$ cat config.mk
export PLATFORM = sky130hd
export DESIGN_NAME = quire_window_arbiter
export DESIGN_NICKNAME = d
export VERILOG_FILES = /design/src/rtl/quire_arb_pkg.sv /design/src/rtl/quire_tag_fifo.sv /design/src/rtl/quire_window_arbiter.sv
export SDC_FILE = /design/constraint.sdc
export NUM_CORES = 1
export LEC_CHECK = 0
export CAP_MARGIN = 20
export CORE_AREA = 2 2 122 124
export CTS_CLUSTER_DIAMETER = 30
export DETAILED_ROUTE_END_ITERATION = 10
export DIE_AREA = 0 0 124 126
export MAX_ROUTING_LAYER = met4
export PLACE_DENSITY = 0.69
export SLEW_MARGIN = 20
export SYNTH_ARGS = -nofsm -noshare
export SYNTH_HDL_FRONTEND = slang
export SYNTH_HIERARCHICAL = 1
export SYNTH_SLANG_ARGS = --single-unit
export TNS_END_PERCENT = 30
$ cat constraint.sdc
create_clock -name clk -period 6.76 [get_ports clk]
set_input_delay 0.676 -clock clk [delete_from_list [all_inputs] [get_ports clk]]
set_output_delay 0.676 -clock clk [all_outputs]
set_load 0.1 [all_outputs]
$ cat src/rtl/quire_arb_pkg.sv
// quire_arb_pkg: shared types and defaults for the quire window arbiter.
//   arb_state_e : arbiter FSM states (IDLE waits for a sow, OWN streams one window)
//   id_w()      : width of a requester id
//   DEF_DATA_W  : product beat width {fraction, scale, sign, zero, NaR}
//   DEF_RES_W   : quire result width {data, NaR, sign, zero}
package quire_arb_pkg;

   typedef enum logic {
      IDLE = 1'b0,
      OWN  = 1'b1
   } arb_state_e;

   // Posit format feeding the quire.
   localparam int POSIT_N  = 16;
   localparam int POSIT_ES = 1;

   // Product fraction kept by the multiplier and the signed product scale range.
   localparam int PROD_FRAC_W  = 2 * (POSIT_N - POSIT_ES - 4);
   localparam int PROD_SCALE_W = $clog2(POSIT_N) + POSIT_ES + 2;
   localparam int DEF_DATA_W   = PROD_FRAC_W + PROD_SCALE_W + 3;

   // Rounded quire read-out plus its three flag bits.
   localparam int QUIRE_OUT_W = 4 * POSIT_N - 3;
   localparam int DEF_RES_W   = QUIRE_OUT_W + 3;

   function automatic int id_w(input int n);
      return (n > 1) ? $clog2(n) : 1;
   endfunction

endpackage

$ cat src/rtl/quire_tag_fifo.sv
// quire_tag_fifo: small synchronous FIFO holding the requester id of every
// beat sent to the quire, so results can be tagged in order.
//   clk, rst_n          : clock, asynchronous active-low reset
//   push_i, push_data_i : write strobe and id (ignored while full)
//   pop_i               : read strobe (ignored while empty)
//   head_o              : fall-through head, 0 while empty
//   full_o, empty_o     : occupancy flags
module quire_tag_fifo
   import quire_arb_pkg::*;
#(
   parameter int W     = 2,
   parameter int DEPTH = 4
) (
   input  logic         clk,
   input  logic         rst_n,
   input  logic         push_i,
   input  logic [W-1:0] push_data_i,
   input  logic         pop_i,
   output logic [W-1:0] head_o,
   output logic         full_o,
   output logic         empty_o
);

   localparam int PTR_W = $clog2(DEPTH);

   logic [W-1:0]     mem_q [DEPTH];
   logic [PTR_W-1:0] wr_ptr_q, wr_ptr_d;
   logic [PTR_W-1:0] rd_ptr_q, rd_ptr_d;
   logic [PTR_W:0]   count_q, count_d;
   logic             do_push, do_pop;

   assign full_o  = (count_q == (PTR_W+1)'(DEPTH));
   assign empty_o = (count_q == '0);
   assign do_push = push_i & ~full_o;
   assign do_pop  = pop_i & ~empty_o;
   assign head_o  = empty_o ? '0 : mem_q[rd_ptr_q];

   // DEPTH is a power of two, so the pointers wrap on their own.
   always_comb begin
      wr_ptr_d = wr_ptr_q;
      rd_ptr_d = rd_ptr_q;
      count_d  = count_q;
      if (do_push) wr_ptr_d = wr_ptr_q + 1'b1;
      if (do_pop)  rd_ptr_d = rd_ptr_q + 1'b1;
      case ({do_push, do_pop})
         2'b10:   count_d = count_q + 1'b1;
         2'b01:   count_d = count_q - 1'b1;
         default: count_d = count_q;
      endcase
   end

   always_ff @(posedge clk or negedge rst_n) begin
      if (!rst_n) begin
         wr_ptr_q <= '0;
         rd_ptr_q <= '0;
         count_q  <= '0;
      end else begin
         wr_ptr_q <= wr_ptr_d;
         rd_ptr_q <= rd_ptr_d;
         count_q  <= count_d;
      end
   end

   always_ff @(posedge clk) begin
      if (do_push) mem_q[wr_ptr_q] <= push_data_i;
   end

endmodule

$ cat src/rtl/quire_window_arbiter.sv
// quire_window_arbiter: grants whole sow..eow windows from NUM_REQ product
// streams to one quire, round-robin, and tags each quire result with the id
// of the requester whose window produced it.
//   clk, rst_n                      : clock, asynchronous active-low reset
//   req_rts_i/req_rtr_o             : per-requester beat handshake
//   req_sow_i/req_eow_i/req_data_i  : per-requester framing and payload
//   q_rts_o/q_rtr_i, q_sow_o/q_eow_o/q_data_o : beat stream to the quire
//   q_res_rts_i/q_res_rtr_o/q_res_data_i      : results from the quire
//   out_rts_o/out_rtr_i/out_data_o/out_id_o   : tagged results downstream
//   err_o                           : sticky protocol error
// Build option QUIRE_ARB_PROTO_CHECK_EN: discard and flag non-sow beats in
// IDLE and mid-window sow beats; otherwise those are held / forwarded.
module quire_window_arbiter
   import quire_arb_pkg::*;
#(
   parameter int NUM_REQ   = 4,
   parameter int DATA_W    = DEF_DATA_W,
   parameter int RES_W     = DEF_RES_W,
   parameter int TAG_DEPTH = 4
) (
   input  logic                      clk,
   input  logic                      rst_n,
   input  logic [NUM_REQ-1:0]        req_rts_i,
   output logic [NUM_REQ-1:0]        req_rtr_o,
   input  logic [NUM_REQ-1:0]        req_sow_i,
   input  logic [NUM_REQ-1:0]        req_eow_i,
   input  logic [NUM_REQ*DATA_W-1:0] req_data_i,
   output logic                      q_rts_o,
   output logic                      q_sow_o,
   output logic                      q_eow_o,
   output logic [DATA_W-1:0]         q_data_o,
   input  logic                      q_rtr_i,
   input  logic                      q_res_rts_i,
   input  logic [RES_W-1:0]          q_res_data_i,
   output logic                      q_res_rtr_o,
   output logic                      out_rts_o,
   output logic [RES_W-1:0]          out_data_o,
   output logic [id_w(NUM_REQ)-1:0]  out_id_o,
   input  logic                      out_rtr_i,
   output logic                      err_o
);

   localparam int ID_W = id_w(NUM_REQ);

   arb_state_e        state_q;
   logic [ID_W-1:0]   owner_q, rr_ptr_q;
   logic              err_q;
`ifdef QUIRE_ARB_PROTO_CHECK_EN
   logic              first_q;
`endif

   logic [DATA_W-1:0] req_data_arr [NUM_REQ];
   logic [NUM_REQ-1:0] sow_req;
   logic              grant_found;
   logic [ID_W-1:0]   grant_id;
   logic              in_own, own_rts, own_eow, mid_sow_drop;
   logic              xfer, err_set;
   logic              tag_full, tag_empty, tag_pop;

   for (genvar gi = 0; gi < NUM_REQ; gi++) begin : g_unpack
      assign req_data_arr[gi] = req_data_i[gi*DATA_W +: DATA_W];
   end

   assign sow_req = req_rts_i & req_sow_i;
   assign in_own  = (state_q == OWN);
   assign own_rts = req_rts_i[owner_q];
   assign own_eow = req_eow_i[owner_q];

   // First sow requester at or after rr_ptr: scanning downwards lets the
   // closest candidate overwrite farther ones.
   always_comb begin
      grant_found = 1'b0;
      grant_id    = rr_ptr_q;
      for (int k = NUM_REQ - 1; k >= 0; k--) begin
         if (sow_req[(int'(rr_ptr_q) + k) % NUM_REQ]) begin
            grant_found = 1'b1;
            grant_id    = ID_W'((int'(rr_ptr_q) + k) % NUM_REQ);
         end
      end
   end

   always_comb begin
`ifdef QUIRE_ARB_PROTO_CHECK_EN
      mid_sow_drop = in_own & own_rts & req_sow_i[owner_q] & ~first_q;
`else
      mid_sow_drop = 1'b0;
`endif
      q_rts_o   = in_own & own_rts & ~tag_full & ~mid_sow_drop;
      q_sow_o   = in_own & req_sow_i[owner_q];
      q_eow_o   = in_own & own_eow;
      q_data_o  = in_own ? req_data_arr[owner_q] : '0;
      req_rtr_o = '0;
      if (in_own) begin
         // A dropped beat is always accepted so the window keeps moving.
         req_rtr_o[owner_q] = mid_sow_drop | (q_rtr_i & ~tag_full);
      end
`ifdef QUIRE_ARB_PROTO_CHECK_EN
      else begin
         req_rtr_o = req_rts_i & ~req_sow_i;
      end
`endif
      xfer    = q_rts_o & q_rtr_i;
      err_set = q_res_rts_i & tag_empty;
`ifdef QUIRE_ARB_PROTO_CHECK_EN
      err_set = err_set | mid_sow_drop | (~in_own & |(req_rts_i & ~req_sow_i));
`endif
   end

   always_ff @(posedge clk or negedge rst_n) begin
      if (!rst_n) begin
         state_q  <= IDLE;
         owner_q  <= '0;
         rr_ptr_q <= '0;
         err_q    <= 1'b0;
`ifdef QUIRE_ARB_PROTO_CHECK_EN
         first_q  <= 1'b0;
`endif
      end else begin
         if (err_set) err_q <= 1'b1;
         case (state_q)
            IDLE: begin
               if (grant_found) begin
                  owner_q <= grant_id;
                  state_q <= OWN;
`ifdef QUIRE_ARB_PROTO_CHECK_EN
                  first_q <= 1'b1;
`endif
               end
            end
            OWN: begin
               if (xfer) begin
`ifdef QUIRE_ARB_PROTO_CHECK_EN
                  first_q <= 1'b0;
`endif
                  if (own_eow) begin
                     state_q  <= IDLE;
                     rr_ptr_q <= (owner_q == ID_W'(NUM_REQ - 1)) ? '0 : owner_q + 1'b1;
                  end
               end
            end
            default: state_q <= IDLE;
         endcase
      end
   end

   assign out_rts_o   = q_res_rts_i & ~tag_empty;
   assign q_res_rtr_o = out_rtr_i & ~tag_empty;
   assign out_data_o  = q_res_data_i;
   assign tag_pop     = out_rts_o & out_rtr_i;
   assign err_o       = err_q;

   quire_tag_fifo #(
      .W     (ID_W),
      .DEPTH (TAG_DEPTH)
   ) u_tag_fifo (
      .clk         (clk),
      .rst_n       (rst_n),
      .push_i      (xfer),
      .push_data_i (owner_q),
      .pop_i       (tag_pop),
      .head_o      (out_id_o),
      .full_o      (tag_full),
      .empty_o     (tag_empty)
   );

endmodule

== Word-level counts from Yosys, hierarchy flattened ==
Memories as Yosys holds them, arrays and structs flattened.
Index checks and enable logic that the tools add are counted.

* Mux-type cells: 41
* Equal/unequal tests: 4
* Reductions and logical operators: 8
* $add $sub $neg: 8
* Order comparisons: 7
* Div/mod/pow operators: 0
* Bitwise operators: 21
* Multipliers: 0
* Shifts and indexed selects: 0

{| class="wikitable"
|+ Operators by type and width
! cell !! count
|-
| 2-to-1 mux 32 bit || 3
|-
| binary-select mux 32 bit (select 2 bit) || 1
|-
| 2-to-1 mux 1 bit || 20
|-
| binary-select mux 1 bit (select 2 bit) || 7
|-
| AND 1 bit || 12
|-
| less-than comparator 3 x 4 -> 1 bit (second input constant) || 3
|-
| 2-to-1 mux 2 bit || 6
|-
| adder 2 x 1 -> 2 bit (second input constant) || 4
|-
| AND 4 bit || 2
|-
| less-than comparator 2 x 3 -> 1 bit (second input constant) || 2
|-
| case mux 3 bit (2 select lines) || 1
|-
| OR reduction 2 bit || 3
|-
| adder 2 bit (second input constant) || 2
|-
| equality test 2 bit (second input constant) || 2
|-
| 2-to-1 mux 4 bit || 1
|-
| adder 3 x 1 -> 3 bit (second input constant) || 1
|-
| AND 1 bit (first input constant) || 3
|-
| equality test 3 bit (second input constant) || 1
|-
| greater-or-equal comparator 3 bit (second input constant) || 1
|-
| logical NOT 3 bit || 1
|-
| inverter 1 bit || 3
|-
| inverter 2 -> 3 bit || 1
|-
| AND reduction 3 bit || 1
|-
| subtractor 3 x 1 -> 3 bit (second input constant) || 1
|-
| 7 further kinds || 7
|}

* Memories kept: 1
* Flip-flop bits (word level): 13
* Bits in read-only memories: 0
* Logic and storage cells: 97
* Memory bits (writable): 8
* Bits in latches: 0

{| class="wikitable"
|+ Memories
! name !! words !! bits a word !! rd ports !! clocked after memory_dff !! wr ports !! line !! text
|-
| u_tag_fifo.mem_q || 4 || 2 || 1 || 0 || 1 || quire_tag_fifo.sv:26 || <nowiki>logic [W-1:0] mem_q [DEPTH];</nowiki>
|}

== Depth between registers and ports, before layout ==
* Depth after elaboration: 12
* Depth in mapped cells: 11
* Mapped depth without buffers: 11

== Modules after synthesis ==
Netlist, hierarchy kept.

{| class="wikitable"
|+ By module, submodules not included
! module !! area each (um^2) !! seq. area each (um^2) !! times used !! cells each
|-
| quire_window_arbiter || 2,063.2 || 150.1 || 1 || 201
|-
| quire_tag_fifo || 723.2 || 415.4 || 1 || 49
|}

== Worst setup path after synthesis ==
Ideal clock, no wire load.

* Path kind: input to register
* Start point: input port out_rtr_i
* End point: register u_tag_fifo.count_q[2]
* Path buffers: 0
* Path slack: 3.227 ns
* Stages: 9
* Arrival time: 3.454 ns
* Data required time: 6.681 ns
* Path through: nor2b_1 and2_1 o31a_1 ha_1 inv_1 fa_1 xor2_1 nor2_1 xor2_1

* Longest elaborated chain between the ends: 4
* Elaborated cells between the ends (all ways): 6

{| class="wikitable"
|+ Ends and longest elaborated chain
! what !! line !! text
|-
| start: declaration || quire_window_arbiter.sv:39 || <nowiki>input logic out_rtr_i,</nowiki>
|-
| AND 1 bit * || quire_window_arbiter.sv:149 || <nowiki>assign tag_pop = out_rts_o & out_rtr_i;</nowiki>
|-
| net tag_pop || quire_window_arbiter.sv:58 || <nowiki>logic tag_full, tag_empty, tag_pop;</nowiki>
|-
| AND 1 bit * || quire_tag_fifo.sv:35 || <nowiki>assign do_pop = pop_i & ~empty_o;</nowiki>
|-
| net u_tag_fifo.do_pop || quire_tag_fifo.sv:30 || <nowiki>logic do_push, do_pop;</nowiki>
|-
| equality test 2 x 1 -> 1 bit / equality test 2 bit (equally long branches) || quire_tag_fifo.sv:45 || <nowiki>case ({do_push, do_pop})</nowiki>
|-
| case mux 3 bit (2 select lines) / nonzero test 2 bit (equally long branches) || n/a ||
|-
| end signal: assignment || quire_tag_fifo.sv:60 || <nowiki>count_q <= count_d;</nowiki>
|-
| end: declaration || quire_tag_fifo.sv:29 || <nowiki>logic [PTR_W:0] count_q, count_d;</nowiki>
|}

Mark *: on every way through the listed nets, which the timed path passes. The rest lies on a longest branch.
A chain may end at the register's enable or synchronous reset.

== Final worst setup path ==
* Start point: register owner_q[0]
* End point: output port q_data_o[24]

* Longest elaborated chain between the ends: 5

{| class="wikitable"
|+ Ends and longest elaborated chain
! what !! line !! text
|-
| start: declaration || quire_window_arbiter.sv:46 || <nowiki>logic [ID_W-1:0] owner_q, rr_ptr_q;</nowiki>
|-
| start signal: assignment || quire_window_arbiter.sv:123 || <nowiki>owner_q <= grant_id;</nowiki>
|-
| inverter 2 -> 3 bit (not written as such) || quire_window_arbiter.sv:91 || <nowiki>q_data_o = in_own ? req_data_arr[owner_q] : '0;</nowiki>
|-
| binary-select mux 32 bit (select 2 bit) || quire_window_arbiter.sv:91 ||
|-
| 2-to-1 mux 32 bit (not written as such) (2 in a row) || quire_window_arbiter.sv:91 ||
|-
| 2-to-1 mux 32 bit || quire_window_arbiter.sv:91 ||
|-
| end: declaration || quire_window_arbiter.sv:31 || <nowiki>output logic [DATA_W-1:0] q_data_o,</nowiki>
|}

No other way between the ends. The select of a mux whose other input is x is not followed.

==> impl_results.md <==
* Global routing usage on met3 at 2.310%
* Ratio of cells with drive above 1 in the final layout at between 10% and 20%
* Power consumption at about 0.0025 W
* Number of clock buffers inserted by TritonCTS at 3
* Synthesis-stage register bit count at 21
* Sequential cell area fraction in the yosys report at 20.30%
* Number of sinks on the clock net at 21
* Type of element capturing the critical path: output port
* Global-route layer with the greatest usage: met2
* EDFF count, synth at 8
* Total gr overflow at 0
* Clock share of power at around 5%
* Die Span X at ~120 um
* Asr flop ratio synth at 61.90%
* # IOs at about 320
* Post-synth top flop: dfrtp_1
* Starting utilization of the core area at about 19%
* Total of hold buffers inserted after clock tree synthesis at 0
* Antenna violations before repair at 3
* Switching Power at 0.001556 W
* Static leakage at about 1.6 nW
* Average cell area after synthesis at between 10 and 15 um2
* Filler-free cell count of the finished design at around 550
* Count of instances resized after the clock tree is built at 0
* Count of cell types in the netlist at between 40 and 50
* Largest net degree at the start of global routing at 44
* Synth Instances at 250
* Crit path largest cell delay at 0.97 ns
* Combined area of the multi-input logic cells at 1639 um2
* Worst path required time at 6.08 ns
* Number of routed nets with antenna violations at 0
* Fraction of power spent switching nets at between 60% and 70%
* Sequential fraction of design power at 12.3%
* Clock tree root driver cell: clkbuf_16
* Total placed instance area at roughly 4400 um2
* Layout overhead on the synthesized area at 59.59%
* Via count at roughly 2500
* Number of optimization iterations in the first detailed-route pass at 6
* Result of the run: finished clean
* Sum of net half-perimeters after detailed placement at 9.133 mm
* GRT met1 Usage at between 15 and 20%
* Worst ir drop on vdd at 0.3688 mV
* P per Cell Area at 552.7 nW/um2
* Setup repair after global routing missed its margin: false
* Cell Chain, Critical Path: buf_4, mux4_2, and2_1, clkdlybuf4s50_1
* Maximum number of buffers from clock root to sink at 2
* Insertion delay of the later-clocked pin in the worst-skew pair at roughly 0.25 ns
* Total negative slack for setup checks at 0 ns
* # placed instances at around 550
* Slew of the pin with the lowest slew margin at slightly above 1 ns
* Clock tree from TritonCTS: built
* Minimum period implied by the final worst setup slack at 3.897 ns
* Highest-delay cell along the critical path: clkdlybuf4s50_1
* Largest clock skew in the final design at about 0.0042 ns
* Net count reported at finish at slightly below 600
* Final standard cell area without fillers at 4447 um2
* Die Footprint at about 16000 um2
* Total length of routed wires at around 11 mm
* Global-route wire length before repair at 15.74 mm
* CORE AREA at approximately 14000 um2
* Setup CP Type: flip-flop to output port
* CTS HTree Levels at 1
* Setup Fix Bufs, Post-CTS at 0
* Final Wtd Congestion at 0.9506
* Post-synthesis cell area at approximately 2800 um2
* Largest fanout of any net on the critical path at 23
* First-iteration detailed-routing DRC count at 94
* Number of setup violations in the final report at 0
* Combinational fraction of design power at between 80 and 90%
* Filler cell count in the final layout at 1476
* CP Launch Type: flip-flop
* Yosys warnings at 6
* Internal portion of total power at 0.0009012 W
* Number of buffer cells added on primary ports at between 150 and 200
* GR Util met2 at around 22%
* Critical path arrival at between 3 and 4 ns
* Total count of max-transition violations in the final report at 0
* Tightest Hold Check Type: flip-flop to flip-flop
* DR DRC count at 0
* Relative slew slack at a little under a third
* Flip-flop and latch area at around 570 um2
* Average wire per standard cell at between 15 and 20 um
* Fmax at 0.2566 GHz
* Overall routing resource usage at between 10% and 20%
* Core Rows at 44
* Vias in the first global route at between 2000 and 3000
* Max Cap Viol at 0
* Period utilisation layout at between 50 and 60%
* Final Hold Violating Endpoints at 0
* Number of nets produced by synthesis at roughly 470
* Height of the die at 126 um
* Clock transition at path regs at 0.06 ns
* Via density per instance at around 4.5
[area by class of cell]
class | instances | share of cell area, %
well taps | 184 | 5.177
clock inverters | 1 | 0.1125
flip-flops and latches | 21 | 12.77
multi-input cells | 145 | 36.86
diodes | 1 | 0.05627
repair buffers | 190 | 42.66
inverters | 8 | 0.6753
clock buffers | 3 | 1.688
[worst paths after layout]
check	start	to	slack, ns	cells past startpoint
worst max-delay path	owner_q[0]$_DFFE_PN0P_	q_data_o[24]	2.86	4
worst min-delay path	err_o$_DFFE_PN0P_	err_o$_DFFE_PN0P_	0.46	1
worst max register to register	owner_q[1]$_DFFE_PN0P_	u_tag_fifo/count_q[2]$_DFFE_PN0P_	3.51	10
worst min register to register	err_o$_DFFE_PN0P_	err_o$_DFFE_PN0P_	0.46	1
max in group asynchronous	rst_n	owner_q[1]$_DFFE_PN0P_	5.55	1
min in group asynchronous	rst_n	err_o$_DFFE_PN0P_	0.79	1
[cell families (layout without fill, tap and decap cells)]
kind of cell / Yosys count / count (layout) / synth area share [%]
DFF: 21 / 21 / 20.30
xor gates and xnor gates: 6 / 6 / 1.886
buffers and inverters: 84 / 202 / 20.88
muxes: 41 / 41 / 32.02
adders and majority gates: 10 / 10 / 4.760
other: 0 / 1 / 0
AOI/OAI and AO/OA: 17 / 17 / 4.445
and+or+nand+nor: 71 / 71 / 15.72
[layout by cell type (no fill, tap or decap), drive strengths merged, types with 3 or more instances in the layout]
| master | instances |
|---|---|
| and2 | 45 |
| clkbuf | 3 |
| clkdlybuf4s50 | 188 |
| dfrtp | 13 |
| edfxtp | 8 |
| ha | 9 |
| inv | 8 |
| mux2 | 3 |
| mux4 | 37 |
| nand2 | 9 |
| nand3 | 3 |
| nor2b | 5 |
| xnor2 | 3 |
| xor2 | 3 |
[routing by layer]
| layer | wire length, um | vias to the layer above |
|---|---|---|
| met1 | 4423 | 1223 |
| met4 | 331 | 0 |
| met2 | 5403 | 127 |
| li1 | - | 1074 |
| met3 | 768 | 60 |
| met5 | 0 | - |
[synth_stat cells (all sizes together), types with 2 or more instances]
cell	n	area, um2
ha	9	112.6
buf	72	536.8
edfxtp	8	240.2
and2	45	284.0
nand2	9	41.29
a22oi	2	15.01
nand3	3	15.01
inv	8	30.03
a21oi	2	10.01
mux2	3	45.04
clkbuf	4	15.01
and3b	2	17.52
mux4	37	837.1
xnor2	3	26.28
o22ai	2	12.51
nor2	2	7.510
dfrtp	13	325.3
o21a	2	15.01
nand3b	2	15.01
xor2	3	26.28
nor2b	5	33.78
[power groups by stage]
stage                     clock network [W]  logic [W]  registers [W]
after floorplan                           0    0.00178       0.000246
after global placement                    0    0.00203       0.000303
after detailed placement                  0    0.00204       0.000309
after CTS                          0.000126    0.00205       0.000307
after global routing               0.000131    0.00212       0.000319
final                              0.000123    0.00203       0.000303
[sequential cells by signal, indices dropped and copies added (netlist names)]
register and flops:
rr_ptr_q 2, u_tag_fifo/count_q 3, in_own 1, u_tag_fifo/wr_ptr_q 2, u_tag_fifo/rd_ptr_q 2, owner_q 2, err_o 1, u_tag_fifo/mem_q 8
[per-stage QoR]
step | util, % | setup WS, ns | hold WS (ns)
2_1_floorplan | - | 3.227 | 0.3804
4_1_cts | 31.05 | 2.721 | 0.4608
3_3_place_gp | 30.49 | 3.032 | 0.4384
6_report | 31.07 | 2.863 | 0.4558
5_1_grt | 31.07 | 2.629 | 0.4834
3_5_place_dp | 30.49 | 3.001 | 0.4479
[worst max-delay path: cells and delay by family, from the launching register on]
family | cells | cell delay [ns]
multiplexers | 1 | 0.56
flip-flops | 1 | 0.75
AND/OR/NAND/NOR | 1 | 0.18
buffers and inverters | 2 | 1.47
Note: power is estimated with default switching activity, not from simulation.
==> patch 1, RTL diff (same settings) <==
`POSIT_N`: 16 -> 8.
--- a/src/rtl/quire_arb_pkg.sv
+++ b/src/rtl/quire_arb_pkg.sv
@@ -13,3 +13,3 @@
    // Posit format feeding the quire.
-   localparam int POSIT_N  = 16;
+   localparam int POSIT_N  = 8;
    localparam int POSIT_ES = 1;
Ports: changed (resized out_data_o, q_data_o, q_res_data_i and req_data_i); port bits go from 317 to 168. The function was not compared with the original's and may differ.
==> patch 1 against the original RTL <==
Sequential cell count unchanged. Synthesized cell count shrank 29%. First-iteration DRC count down 27%. Critical path type is now in -> out. Setup slack improved by 0.29 ns. Total power decreased by 33%. Wire length shrank 39%. Sequential power fell by 18%. Die area unchanged. Clock skew fell by 0.0014 ns. Clock power increased by 3%. Area after synthesis is 26% lower. Design area decreased by 29%. Via count is 33% lower.
==> patch 1: results <==
setup_path:
  critPathArrivalTime_ns: 2.93
  reg_to_reg_startpoint: "owner_q[0]"
  critical_path.max_fanout: 6
  setup.worst_path.start: "req_rts_i[1]"
  setup.reg_to_reg.worst_slack_ns: 3.98
  r2r.worst_path.cells: 11
synth:
  synth_cell_type_count: 43
  synth_top_cells_by_area: "sky130_fd_sc_hd__dfrtp_1 16%, sky130_fd_sc_hd__mux4_1 13%, sky130_fd_sc_hd__buf_4 12%"
  net_count_of_the_mapped_netlist: 297
  post_synthesis_mean_instance_area_sq_um: 11.7
  synth_flop_cell: "sky130_fd_sc_hd__dfrtp_1"
  synth.top_cells.by_count: "33 x sky130_fd_sc_hd__buf_4, 26 x sky130_fd_sc_hd__and2_1, 13 x sky130_fd_sc_hd__dfrtp_1"
  ys_async_sr_fraction_pct: 61.9
  synth.yosys.seq_area_share_pct: 27.2
global_routing:
  grt_first_pass_wirelength_um: 10100
  overall_track_demand_over_capacity_in_global_routing_pct: 8.91
  vias_in_the_first_global_route: 1840
  antenna_found_initial: 0
  maximum_number_of_pins_on_one_net_before_global_route_repair: 25
placed_design:
  io_buffers: 103
  place_ws_ns: 3.13
  dp_cells: 429
  gp_routability_congestion: 0.747
  dp_hpwl_um: 5540
  post_dp_cell_area_sq_um: 3060
drt:
  vias_per_cell: 3.86
  dr_total_vias: 1670
  routed_wirelength_um: 6670
  drc_marker_count_from_the_first_detailed_route_iteration: 69
  detailedRoute.firstPassIterationCount: 5
sta:
  timing.clock.skew_ns: 0.00275
  finalHoldWorstSlack_ns: 0.483
  worst-slew-pin-transition_ns: 1.03
clock_network:
  cts_resized: 0
cells_and_area:
  layout-drive-gt1-share_pct: 10.8
  design.final.nets: 369
  antenna_cells_inserted: 0
power:
  vdd.ir_drop.worst_v: 0.000420
  power_leakage_nw: 1.17
outcome:
  status: "finished clean"
[patch 1: cell types whose count changed in the layout (fill, tap and decap cells not counted), moves of 2 or more]
| cell | change |
|---|---|
| sky130_fd_sc_hd__dfrtp_2 | -2 |
| sky130_fd_sc_hd__and2_1 | -18 |
| sky130_fd_sc_hd__clkdlybuf4s50_1 | -85 |
| sky130_fd_sc_hd__dfrtp_1 | +2 |
| sky130_fd_sc_hd__mux4_1 | +9 |
| sky130_fd_sc_hd__mux4_2 | -26 |
[patch 1: worst max-delay path by stage]
stage,slack (ns),to,depth (start not counted)
floorplan,3.23,u_tag_fifo/count_q[2],9
CTS,3.12,q_rts_o,4
detailed placement,3.13,q_rts_o,4
global placement,3.16,q_rts_o,4
global route,3.07,q_sow_o,4
finish,3.15,q_rts_o,4
[patch 1: cells by family (layout without fill, tap and decap cells)]
group	count (synthesis)	after routing	synth area share [%]
flops	21	21	27.2
fa+ha+maj	10	10	6.39
buf+inv	46	117	15.5
mux	24	24	26.2
simple gates	54	54	16.2
compound gates	17	17	6.03
xor+xnor	6	6	2.53
[patch 1: critical path, cell delays in order]
cell	delay (ns)
sky130_fd_sc_hd__clkdlybuf4s50_1	0.50
sky130_fd_sc_hd__mux4_2	0.56
sky130_fd_sc_hd__and3b_2	0.23
sky130_fd_sc_hd__clkdlybuf4s50_1	0.96
[patch 1: power by group]
group	total, mW	internal, mW	switching [mW]
Sequential	0.249	0.185	0.0642
Combinational	1.27	0.399	0.870
Clock	0.127	0.0801	0.0466
[patch 1: area by class of cell]
type	count	area, sq um
clock buffers	3	75.1
fillers	1564	11200
flip-flops and latches	21	566
clock inverters	1	7.51
repair buffers	105	1050
inverters	8	30.0
well taps	184	230
multi-input cells	111	1190
[patch 1: layer usage]
| metal | track usage, % | part of all wire (%) | wire [um] |
|---|---|---|---|
| met2 | 17.1 | 55 | 3670 |
| met3 | 1.81 | 6.9 | 462 |
| met1 | 9.36 | 37 | 2450 |
| met5 | - | 0 | 0 |
| met4 | 1.52 | 1.4 | 92 |
==> patch 2, RTL diff (same settings) <==
Without the edit above. Add an input register stage for `out_rtr_i`, cleared by the reset; this delays it by one clock. The other inputs are not delayed to match.
--- a/src/rtl/quire_window_arbiter.sv
+++ b/src/rtl/quire_window_arbiter.sv
@@ -43,2 +43,12 @@
    localparam int ID_W = id_w(NUM_REQ);
+
+   logic out_rtr_q;
+
+   always_ff @(posedge clk or negedge rst_n) begin
+      if (!rst_n) begin
+         out_rtr_q <= '0;
+      end else begin
+         out_rtr_q <= out_rtr_i;
+      end
+   end
 
@@ -146,5 +156,5 @@
    assign out_rts_o   = q_res_rts_i & ~tag_empty;
-   assign q_res_rtr_o = out_rtr_i & ~tag_empty;
+   assign q_res_rtr_o = out_rtr_q & ~tag_empty;
    assign out_data_o  = q_res_data_i;
-   assign tag_pop     = out_rts_o & out_rtr_i;
+   assign tag_pop     = out_rts_o & out_rtr_q;
    assign err_o       = err_q;
Check against the original RTL: not settled (the Yosys comparison gave no result); the edit may change what the design does.
==> patch 2 against the original RTL <==
Synthesized cell count is 2.8% lower. Total power is 12% higher. Setup slack worse by 0.043 ns. Worst hold slack better by 0.0072 ns. First-iteration DRC count is 30% lower. Sequential cell count is 1 higher. Wire length is 6.8% lower. Sequential power is 11% higher. Design area is 0.20% lower. Area after synthesis is 1.1% lower.
==> patch 2: results <==
outcome:
  status: "finished clean"
placed_design:
  dp_cells: 540
  gp_routability_congestion: 0.893
  place_ws_ns: 3.00
  dp_hpwl_um: 8590
drt:
  vias_per_cell: 4.37
  detailedRoute.firstPassIterationCount: 4
  dr_total_vias: 2382
power:
  vdd.ir_drop.worst_v: 0.000303
  internal_power_mw: 1.01
  total_combinational_power_mw: 2.25
  power_per_cell_area_nw_per_um2: 620
  power_leakage_nw: 1.63
sta:
  max_slew_margin_pct: 30.6
  post_layout_min_period_ns: 3.94
  finalHoldWorstSlack_ns: 0.463
synth:
  synth_xor_xnor_area_share_pct: 1.91
  synth_top_cells_by_area: "sky130_fd_sc_hd__mux4_2 30%, sky130_fd_sc_hd__buf_4 18%, sky130_fd_sc_hd__dfrtp_1 13%"
  yosys-mux-area-fraction_pct: 32.2
  synth_cell_type_count: 38
  post_synthesis_mean_instance_area_sq_um: 11.3
  synth.top_cells.by_count: "67 x sky130_fd_sc_hd__buf_4, 41 x sky130_fd_sc_hd__and2_1, 37 x sky130_fd_sc_hd__mux4_2"
  synth-compound-area-share_pct: 3.59
  net_count_of_the_mapped_netlist: 462
cells_and_area:
  fill_cells: 1461
global_routing:
  vias_in_the_first_global_route: 2646
  antenna_found_initial: 1
  grt_first_pass_wirelength_um: 15200
-- patch 2: cell count changes in the layout (fill, tap and decap cells not counted), sizes merged, moves of 2 or more --
cell,change
o22ai,-2
o21ai,+2
and3,+5
and2,-4
nand2,-4
nor2,+2
nand3,-2
nand3b,-2
-- patch 2: layer usage --
metal,GRT usage (%),routed length [um],part of all wire [%],up-vias
li1,-,-,-,1040
met1,16.0,4160,41,1186
met2,21.0,5010,49,124
met3,3.22,747,7.3,32
met4,3.77,272,2.7,0
met5,-,0,0,-
-- patch 2: layout make-up --
| cell class | instances | area, sq um | area share (%) |
|---|---|---|---|
| antenna | 1 | 2.50 | 0.0564 |
| clock buffer | 3 | 75.1 | 1.69 |
| clock inverter | 1 | 30.0 | 0.677 |
| inverter | 8 | 30.0 | 0.677 |
| multi-input combinational | 137 | 1590 | 35.7 |
| sequential | 22 | 594 | 13.4 |
| tap | 184 | 230 | 5.19 |
| timing repair buffer | 189 | 1890 | 42.6 |
